[src/rtl/uart_pkg.sv]
// Shared constants for the FIFO-fed UART transmitter: state encoding,
// frame geometry and line idle level.
package uart_pkg;

  localparam logic [2:0] IDLE  = 3'd0;
  localparam logic [2:0] READ  = 3'd1;
  localparam logic [2:0] LOAD  = 3'd2;
  localparam logic [2:0] START = 3'd3;
  localparam logic [2:0] DATA  = 3'd4;
  localparam logic [2:0] STOP  = 3'd5;

  localparam int FRAME_BITS = 10;
  localparam logic IDLE_LEVEL = 1'b1;

  typedef enum logic [2:0] {
    S_IDLE  = IDLE,
    S_READ  = READ,
    S_LOAD  = LOAD,
    S_START = START,
    S_DATA  = DATA,
    S_STOP  = STOP
  } state_t;

endpackage

[src/rtl/uart_baud_gen.sv]
// Bit-period counter: tick marks the last cycle of each UART bit, pre_tick
// the cycle before it so registered outputs can line up with the last cycle.
module uart_baud_gen #(
  parameter int CLKS_PER_BIT = 16
) (
  input  logic clk,
  input  logic rst,
  input  logic clr,
  output logic tick,
  output logic pre_tick
);

  localparam int CW = $clog2(CLKS_PER_BIT);
  localparam logic [CW-1:0] LAST = CW'(CLKS_PER_BIT - 1);
  localparam logic [CW-1:0] PRE  = CW'(CLKS_PER_BIT - 2);

  logic [CW-1:0] cnt_d, cnt_q;

  // Next count: hold at zero while cleared, wrap after the last cycle of a bit.
  always_comb begin
    cnt_d = cnt_q;
    if (clr || (cnt_q == LAST)) begin
      cnt_d = '0;
    end else begin
      cnt_d = cnt_q + CW'(1);
    end
  end

  // Counter register.
  always_ff @(posedge clk) begin
    if (!rst) begin
      cnt_q <= '0;
    end else begin
      cnt_q <= cnt_d;
    end
  end

  assign tick     = (cnt_q == LAST);
  assign pre_tick = (cnt_q == PRE);

endmodule

[src/rtl/fifo_uart_tx.sv]
// Drains bytes from a synchronous FIFO read port and sends each as a UART
// 8N1 frame; every output is a flop fed from the next-state decode.
module fifo_uart_tx
  import uart_pkg::*;
#(
  parameter int CLKS_PER_BIT = 16,
  parameter int DATA_W       = 8
) (
  input  logic              clk,
  input  logic              rst,
  input  logic              enable,
  input  logic              fifo_empty,
  input  logic [DATA_W-1:0] fifo_data,
  output logic              fifo_rd_en,
  output logic              tx,
  output logic              busy,
  output logic              tx_done
);

  localparam int DATA_BITS = FRAME_BITS - 2;
  localparam logic [2:0] LAST_BIT = 3'(DATA_BITS - 1);

  state_t state_d, state_q;
  logic [DATA_W-1:0] shift_d, shift_q;
  logic [2:0] bit_d, bit_q;
  logic tx_d, tx_q;
  logic rd_en_d, rd_en_q;
  logic busy_d, busy_q;
  logic done_d, done_q;
  logic baud_clr, tick, pre_tick;

  // The bit timer only runs while a frame is on the line, so START always
  // begins from a count of zero.
  assign baud_clr = (state_q == S_IDLE) || (state_q == S_READ) || (state_q == S_LOAD);

  uart_baud_gen #(.CLKS_PER_BIT(CLKS_PER_BIT)) u_baud (
    .clk      (clk),
    .rst      (rst),
    .clr      (baud_clr),
    .tick     (tick),
    .pre_tick (pre_tick)
  );

  // Next-state, datapath and registered-output decode.
  always_comb begin
    state_d = state_q;
    shift_d = shift_q;
    bit_d   = bit_q;
    case (state_q)
      S_IDLE: begin
        if (enable && !fifo_empty) begin
          state_d = S_READ;
        end else begin
          state_d = S_IDLE;
        end
      end
      S_READ: begin
        state_d = S_LOAD;
      end
      S_LOAD: begin
        shift_d = fifo_data;
        state_d = S_START;
      end
      S_START: begin
        if (tick) begin
          state_d = S_DATA;
        end else begin
          state_d = S_START;
        end
      end
      S_DATA: begin
        if (tick) begin
          shift_d = {1'b0, shift_q[DATA_W-1:1]};
          if (bit_q == LAST_BIT) begin
            bit_d   = 3'd0;
            state_d = S_STOP;
          end else begin
            bit_d   = bit_q + 3'd1;
            state_d = S_DATA;
          end
        end else begin
          state_d = S_DATA;
        end
      end
      S_STOP: begin
        if (tick) begin
          state_d = (enable && !fifo_empty) ? S_READ : S_IDLE;
        end else begin
          state_d = S_STOP;
        end
      end
      default: begin
        state_d = S_IDLE;
      end
    endcase

    case (state_d)
      S_START: tx_d = 1'b0;
      S_DATA:  tx_d = shift_d[0];
      default: tx_d = IDLE_LEVEL;
    endcase

    rd_en_d = (state_d == S_READ);
    busy_d  = (state_d != S_IDLE);
    // pre_tick in STOP lands the registered pulse on the final STOP cycle.
    done_d  = (state_q == S_STOP) && pre_tick;
  end

  // State, datapath and output registers.
  always_ff @(posedge clk) begin
    if (!rst) begin
      state_q <= S_IDLE;
      shift_q <= '0;
      bit_q   <= 3'd0;
      tx_q    <= IDLE_LEVEL;
      rd_en_q <= 1'b0;
      busy_q  <= 1'b0;
      done_q  <= 1'b0;
    end else begin
      state_q <= state_d;
      shift_q <= shift_d;
      bit_q   <= bit_d;
      tx_q    <= tx_d;
      rd_en_q <= rd_en_d;
      busy_q  <= busy_d;
      done_q  <= done_d;
    end
  end

  assign fifo_rd_en = rd_en_q;
  assign tx         = tx_q;
  assign busy       = busy_q;
  assign tx_done    = done_q;

endmodule

[config.mk]
export PLATFORM = sky130hd
export DESIGN_NAME = fifo_uart_tx
export DESIGN_NICKNAME = d
export VERILOG_FILES = /design/src/rtl/uart_pkg.sv /design/src/rtl/uart_baud_gen.sv /design/src/rtl/fifo_uart_tx.sv
export SDC_FILE = /design/constraint.sdc
export NUM_CORES = 1
export LEC_CHECK = 0
export ABC_AREA = 1
export CORE_UTILIZATION = 51
export CTS_CLUSTER_DIAMETER = 60
export CTS_CLUSTER_SIZE = 20
export DETAILED_ROUTE_END_ITERATION = 8
export GPL_TIMING_DRIVEN = 0
export HOLD_SLACK_MARGIN = 0.03
export PLACE_DENSITY = 0.76
export SLEW_MARGIN = 20
export SYNTH_ARGS = -nofsm -noshare
export SYNTH_HDL_FRONTEND = slang
export SYNTH_SLANG_ARGS = --single-unit
[constraint.sdc]
create_clock -name clk -period 2 [get_ports clk]
set_clock_uncertainty 0.2 [all_clocks]
set_input_delay 0.5 -clock clk [delete_from_list [all_inputs] [get_ports clk]]
set_output_delay 0.5 -clock clk [all_outputs]
set_load 0.005 [all_outputs]
==> results.md, run 1 <==
* Largest net degree at the start of global routing at 13
* Final Routed Wirelength at 1850 µm
* Clock slew at reported path FFs at 0.11 ns
* Setup Fix Bufs, Post-CTS at 0
* Adder-cell area share of the yosys netlist at 0.0480
* Comb power frac at 0.140
* Overall Global Routing Usage at 0.200
* Largest family of logic cells by synthesized area: simple AND/OR/NAND/NOR gates
* Synth Area in Compound Gates at 0.101
* Post-synth EDFFs at 0
* Avg WL per Cell at 10.4 µm
* Setup violations, final at 0
* Status: complete, no violations
* Number of detailed-route iterations in the first pass at 4
* Power per Cell Area at 651 nW/µm²
* Fin. max-slew vios at 0
* Setup TNS at 0 ns
* Clock Sinks at 22
* CP cell instances: clkdlybuf4s50_1
* Final WS setup at 0.195 ns
* Hold crit path type: register to register
* CP bufs+invs at 1
* Die W at 47.2 µm
* Max Freq at 0.554 GHz
* Port-buffer cells at 14
* Crit start category: register
* Total CTS buffers at 3
* Crit path DAT at 1.11 ns
* Count of state elements after synthesis at 22
* Clk pwr share at 0.286
* Mux contribution to synthesized area at 0
* Largest stage delay, worst path at 0.49 ns
* Layout area overhead at 19.9%
* Synth area leaders: dfxtp_1 (42%), nand2_1 (13%), ha_1 (4.8%)
* Minimum clock period at 1.81 ns
* Max_slew headroom at 0.732
* Io pins at 16
* Post-placement worst setup slack at 0.295 ns
* Initial antenna violation count at 0
* P_sw at 189 µW
* TritonCTS clock tree: yes
* Flop pwr share at 0.574
* GPL Wtd Cong at 0.864
* First-pass GRT wire length at 3120 µm
* Worst slew pin tran at 0.402 ns
* Async S/R FF share, synth at 0
* Worst VDD drop at 0.508 mV
* Net Sw Frac at 0.233
* Crit-path leading delay family: buffers and inverters
* P_int at 624 µW
* CP Data Required Time at 1.30 ns
* Crit end category: output port
* Post-synth cell types at 27
* Avg Cell Area, Syn at 7.78 µm²
* Final Hold Vio Count at 0
* Hpwl dp at 1470 µm
* Skew-Pair Late Insertion Delay at 0.30 ns
* Leak at 0.539 nW
* Initial Util at 0.573
* H-tree Lvls at 1
* Die Y at 47.2 µm
* Post-DR vias/cell at 4.99
* Simple-gate share of the synthesized area at 0.358
* Sequential fraction of the synthesis area at 0.423
* Area of the multi-input gates at 537 µm²
* RSZ-0062 raised after global routing: no
* Synth area leader: dfxtp_1
* CTS Hold Bufs at 0
* DRT antenna net count at 0
* Worst-case clock buffer depth at 2
* Top-area cell type share of the netlist area at 0.423
* Number of filler cells placed in the layout at 165
* Register area at 440 µm²
* Die area at 2230 µm²
* Synthesis Warnings at 0
* Root Buffer: clkbuf_4
* Post-CTS sizing at 0
* Initial DRC Count at 12
* Period utilization at 0.903
* Worst path slowest cell: clkdlybuf4s50_1
* Layout cells sized above 1 at 0.118
* Syn Inst Count at 134
* Residual DRC count at 0
* Ys flop type: dfxtp_1
* Post-synth net total at 150
* Grt ovf at 0
* XOR/XNOR Fraction of Synth Area at 0.00840
* WS Path Type: register to output port
* Row cnt at 15
* Max Cap Viol at 0
* Mapped cell area at 1040 µm²
* Flop2flop setup slack at 0.40 ns
* Worst-path fanout max at 1
* Final nets at 169
* Routed via count at 884
* # diodes at 0
* CORE AREA at 1820 µm²
* Vias in the first global route at 774
==> state kept, by name, summed over array words and instances, names as in the netlist <==
register,cells
tx_done,1
shift_q,8
state_q,3
bit_q,3
u_baud.cnt_q,4
tx,1
busy,1
fifo_rd_en,1
==> stage by stage <==
stage	hold slack, ns	cell area (µm²)	power (mW)	utilization	std cells
CTS	0.276	1250	0.823	0.687	177
global route	0.298	1250	0.862	0.687	177
detailed placement	0.257	1210	0.592	0.667	173
finish	0.269	1250	0.814	0.687	177
floorplan	0.230	1040	0.544	-	134
global placement	0.244	1210	0.587	0.667	173
==> per-layer routing <==
metal,GRT usage,up-vias,wire length [µm]
met4,0.109,0,32
met3,0.0462,5,71
li1,-,477,-
met5,0,-,0
met1,0.260,380,830
met2,0.306,22,912
==> path summary, 6_finish.rpt <==
check | from | endpoint | cells past startpoint
setup / recovery | tx | tx | 1
hold / removal | shift_q[7] | shift_q[7] | 2
setup reg to reg | u_baud.cnt_q[0] | tx | 8
hold reg to reg | shift_q[7] | shift_q[7] | 2
==> power groups by stage <==
stage	Combinational (mW)	Clock, mW	Sequential [mW]
after global routing	0.127	0.266	0.470
after CTS	0.116	0.241	0.467
after global placement	0.111	0	0.476
final	0.114	0.233	0.467
after detailed placement	0.115	0	0.477
after floorplan	0.0675	0	0.476
==> Yosys cell counts (2+ instances only) <==
cell type,number
nand2_1,36
dfxtp_1,22
inv_1,13
nor2_1,13
nand3_1,7
a21oi_1,6
a31oi_1,4
ha_1,4
nand4_1,3
nor2_4,3
nor3_1,3
a22oi_1,2
nand2_2,2
nor2_2,2
o21ai_0,2
==> cell usage in the layout (no fill, tap or decap), drive strengths merged <==
cell type and count:
nand3b 1, nand3 9, nor2 19, clkdlybuf4s50 14, a21oi 7, nand4 3
xor2 1, o2111ai 1, or2 1, clkinv 1, nor3 3, nand2 38
dfxtp 22, a31oi 4, a22oi 2, o21ai 2, inv 13, o21bai 1
buf 1, clkbuf 5, ha 4
==> cell families after synthesis <==
family	Yosys count
AO/OA/AOI/OAI	17
XOR/XNOR	1
adder cells (fa/ha/maj)	4
buffers and inverters	16
flip-flops	22
AND/OR/NAND/NOR	74
==> final cells by class <==
class / count / share of cell area
buffer: 2 / 0.0100
tap: 25 / 0.0250
inverter: 14 / 0.0420
sequential: 22 / 0.352
timing repair buffer: 14 / 0.112
clock buffer: 4 / 0.0290
multi-input combinational: 96 / 0.429
Note: power is estimated with default switching activity, not from simulation.
==> run 2, diff against run 1 <==
- ABC_AREA: 1 -> unset
- CORE_UTILIZATION: 51 -> 52
- PLACE_DENSITY: 0.76 -> 0.77
==> run 2 against run 1 <==
Sequential power increased by 2%. Design area grew 1.4%. Clock power is 17% lower. Combinational power is 21% higher. Clock-buffer cell count down 1. Register-to-register slack got worse by 0.26 ns. First-iteration DRC count is 75% higher. Non-clock buffer count is 6 higher. Fmax fell by 3.1%. Critical path type is now register to register. Largest cell class unchanged.
==> results.md, run 2 <==
* Status: complete, no violations
* Overall Global Routing Usage at 0.223 (+0.0237)
* Die area at 2220 µm² (-0.49%)
* Worst slew pin tran at 0.424 ns (+0.0214 ns)
* Worst path slowest cell: dfxtp_1
* Residual DRC count at 0 (unchanged)
* Worst-path fanout max at 9 (+8)
* Max Cap Viol at 0 (unchanged)
* Final nets at 155 (-8.3%)
* Flop pwr share at 0.589 (+0.015)
* Setup TNS at 0 ns (unchanged)
* Minimum clock period at 1.86 ns (+0.0581 ns)
* Top reg by flops: shift_q
* Most common cell in the netlist: dfxtp_1
* Clock slew at reported path FFs at 0.11 ns (about the same)
* Most frequent cells in the layout: dfxtp_1 (22), nand2_1 (18), clkdlybuf4s50_1 (15)
* Final Hold Vio Count at 0 (unchanged)
* Setup violations, final at 0 (unchanged)
* Grt ovf at 0 (unchanged)
* TritonCTS clock tree: yes
* CTS Hold Bufs at 0 (unchanged)
* Skew-Pair Late Insertion Delay at 0.30 ns (about the same)
* Net Sw Frac at 0.248 (+0.0151)
* Top-area cell type share of the netlist area at 0.417 (-0.00600)
* Routed via count at 938 (+6.1%)
* Crit path DAT at 1.88 ns (+0.77 ns)
* Synth area leader: dfxtp_1
* Post-synth top cells: dfxtp_1 (22), nand2_1 (18), a21oi_1 (15)
* Clk pwr share at 0.240 (-0.046)
* Setup Fix Bufs, Post-CTS at 0 (unchanged)
* Dpl cells at 159 (-8.1%)
* Fin. max-slew vios at 0 (unchanged)
* Initial DRC Count at 21 (+9)
* Worst VDD drop at 0.421 mV (-17%)
* Avg Cell Area, Syn at 8.88 µm² (+14%)
* Initial Util at 0.581 (+0.00825)
* Largest stage delay, worst path at 0.35 ns (-0.14 ns)
* Synth area leaders: dfxtp_1 (42%), a21oi_1 (7.1%), nand2_1 (6.4%)
* Max_slew headroom at 0.718 (-0.0140)
* Ys flop type: dfxtp_1
* GPL Wtd Cong at 0.927 (+7.3%)
* CP cell instances: ha_2 -> and3_1 -> and2_1 -> buf_2 -> o311a_1 -> o32ai_2
* Post-synth net total at 135 (-10%)
* Max FFs per register at 8 (unchanged)
* Avg WL per Cell at 13.5 µm (+29%)
* Layout area overhead at 19.9% (about the same)
* Vias in the first global route at 805 (+4.0%)
* CP Data Required Time at 2.02 ns (+0.72 ns)
* WS Path Type: register to register
* # diodes at 0 (unchanged)
* Final Routed Wirelength at 2190 µm (+18%)
* P_sw at 200 µW (+5.5%)
* Max Freq at 0.537 GHz (-3.1%)
* Leak at 0.456 nW (-15%)
* Comb power frac at 0.172 (+0.032)
* Hold crit path type: register to register
* P_int at 607 µW (-2.9%)
* Period utilization at 0.932 (+0.0291)
* Synthesis Warnings at 0 (unchanged)
* CORE AREA at 1820 µm² (unchanged)
* H-tree Lvls at 1 (unchanged)
* Post-synth cell types at 37 (+37%)
* Hpwl dp at 1580 µm (+7.3%)
* Mapped cell area at 1060 µm² (+1.4%)
* Layout cells sized above 1 at 0.117 (-0.00163)
* Port-buffer cells at 15 (+1)
* Post-DR vias/cell at 5.79 (+16%)
* Biggest regs: shift_q (8), u_baud.cnt_q (4)
* DRT antenna net count at 0 (unchanged)
* Clock Sinks at 22 (unchanged)
* Total power at 806 µW (-0.91%)
* Most common cell after layout, fill and taps aside: dfxtp_1
* Final Non-Filler Cells at 162 (-8.5%)
* Count of state elements after synthesis at 22 (unchanged)
* Number of detailed-route iterations in the first pass at 4 (unchanged)
* Post-placement worst setup slack at -0.147 ns (-0.443 ns)
* Total CTS buffers at 3 (unchanged)
* Post-synth EDFFs at 0 (unchanged)
* Async S/R FF share, synth at 0 (unchanged)
* Final core occ at 0.696 (+0.00962)
* Initial antenna violation count at 0 (unchanged)
* Root Buffer: clkbuf_4
* Power per Cell Area at 636 nW/µm² (-2.3%)
* Crit end category: register
* Io pins at 16 (unchanged)
* First-pass GRT wire length at 3380 µm (+8.4%)
* Syn Inst Count at 119 (-11%)
* Die W at 47.1 µm (-0.24%)
* Largest net degree at the start of global routing at 12 (-1)
* Crit start category: register
* Worst-case clock buffer depth at 2 (unchanged)
* Row cnt at 15 (unchanged)
* Final WS setup at 0.137 ns (-0.0581 ns)
* Sequential fraction of the synthesis area at 0.417 (-0.00600)
* RSZ-0062 raised after global routing: no
* Die Y at 47.1 µm (-0.24%)
-- run 2: cell types whose count changed after synthesis, moves of 4 or more --
cell / change
nand2_1: -18
nor2_1: -7
a31oi_1: -4
inv_1: -9
a21oi_1: +9
a22oi_1: +4
-- run 2: logic make-up (layout without fill, tap and decap cells) --
kind of cell               after synthesis  count (layout)  synth area share
buffers and inverters                   11              29            0.0568
adders and majority gates                4               4            0.0473
xor gates and xnor gates                 2               2            0.0166
muxes                                    2               2            0.0201
and+or+nand+nor                         46              46             0.232
DFF                                     22              22             0.417
AOI/OAI and AO/OA                       32              32             0.211
-- run 2: critical path, delay by kind of cell (launching register included) --
family	cells	cell delay [ns]
flip-flops	1	0.35
AO/OA/AOI/OAI	2	0.51
buffers and inverters	1	0.17
AND/OR/NAND/NOR	2	0.33
adder cells (fa/ha/maj)	1	0.22
-- run 2: final timing paths --
check | start | to | slack, ns | cells past startpoint
worst max-delay path | u_baud.cnt_q[0] | tx | 0.14 | 6
worst min-delay path | shift_q[5] | shift_q[5] | 0.26 | 2
worst max register to register | u_baud.cnt_q[0] | tx | 0.14 | 6
worst min register to register | shift_q[5] | shift_q[5] | 0.26 | 2
-- run 2: layer usage --
layer  GRT usage  wire [µm]  up-vias
li1            -          -      469
met1       0.267        960      441
met2       0.375       1070       22
met3      0.0385        100        6
met4       0.131         51        0
met5           0          0        -
-- run 2: power groups by stage --
| stage | Combinational, mW | Clock, mW | Sequential (mW) |
|---|---|---|---|
| after floorplan | 0.0814 | 0 | 0.483 |
| after global placement | 0.136 | 0 | 0.483 |
| after detailed placement | 0.137 | 0 | 0.485 |
| after CTS | 0.139 | 0.201 | 0.474 |
| after global routing | 0.153 | 0.220 | 0.477 |
| final | 0.138 | 0.193 | 0.475 |
-- run 2: area by class of cell --
type / instances / area (µm²)
buffer: 7 / 45.0
clock buffer: 3 / 22.5
fill: 155 / 553
inverter: 4 / 15.0
multi-input combinational: 86 / 563
sequential: 22 / 440
tap: 25 / 31.3
timing repair buffer: 15 / 150
-- run 2: through the flow --
step	area, µm²	hold slack, ns
3_5_place_dp	1240	0.248
5_1_grt	1270	0.282
3_3_place_gp	1240	0.243
4_1_cts	1260	0.263
2_1_floorplan	1060	0.230
6_report	1270	0.261
-- run 2: timing repair --
| action | in CTS | in global routing |
|---|---|---|
| hold endpoints to repair | 0 | 0 |
| gates resized for setup | 0 | 2 |
| setup endpoints to repair | 0 | 8 |
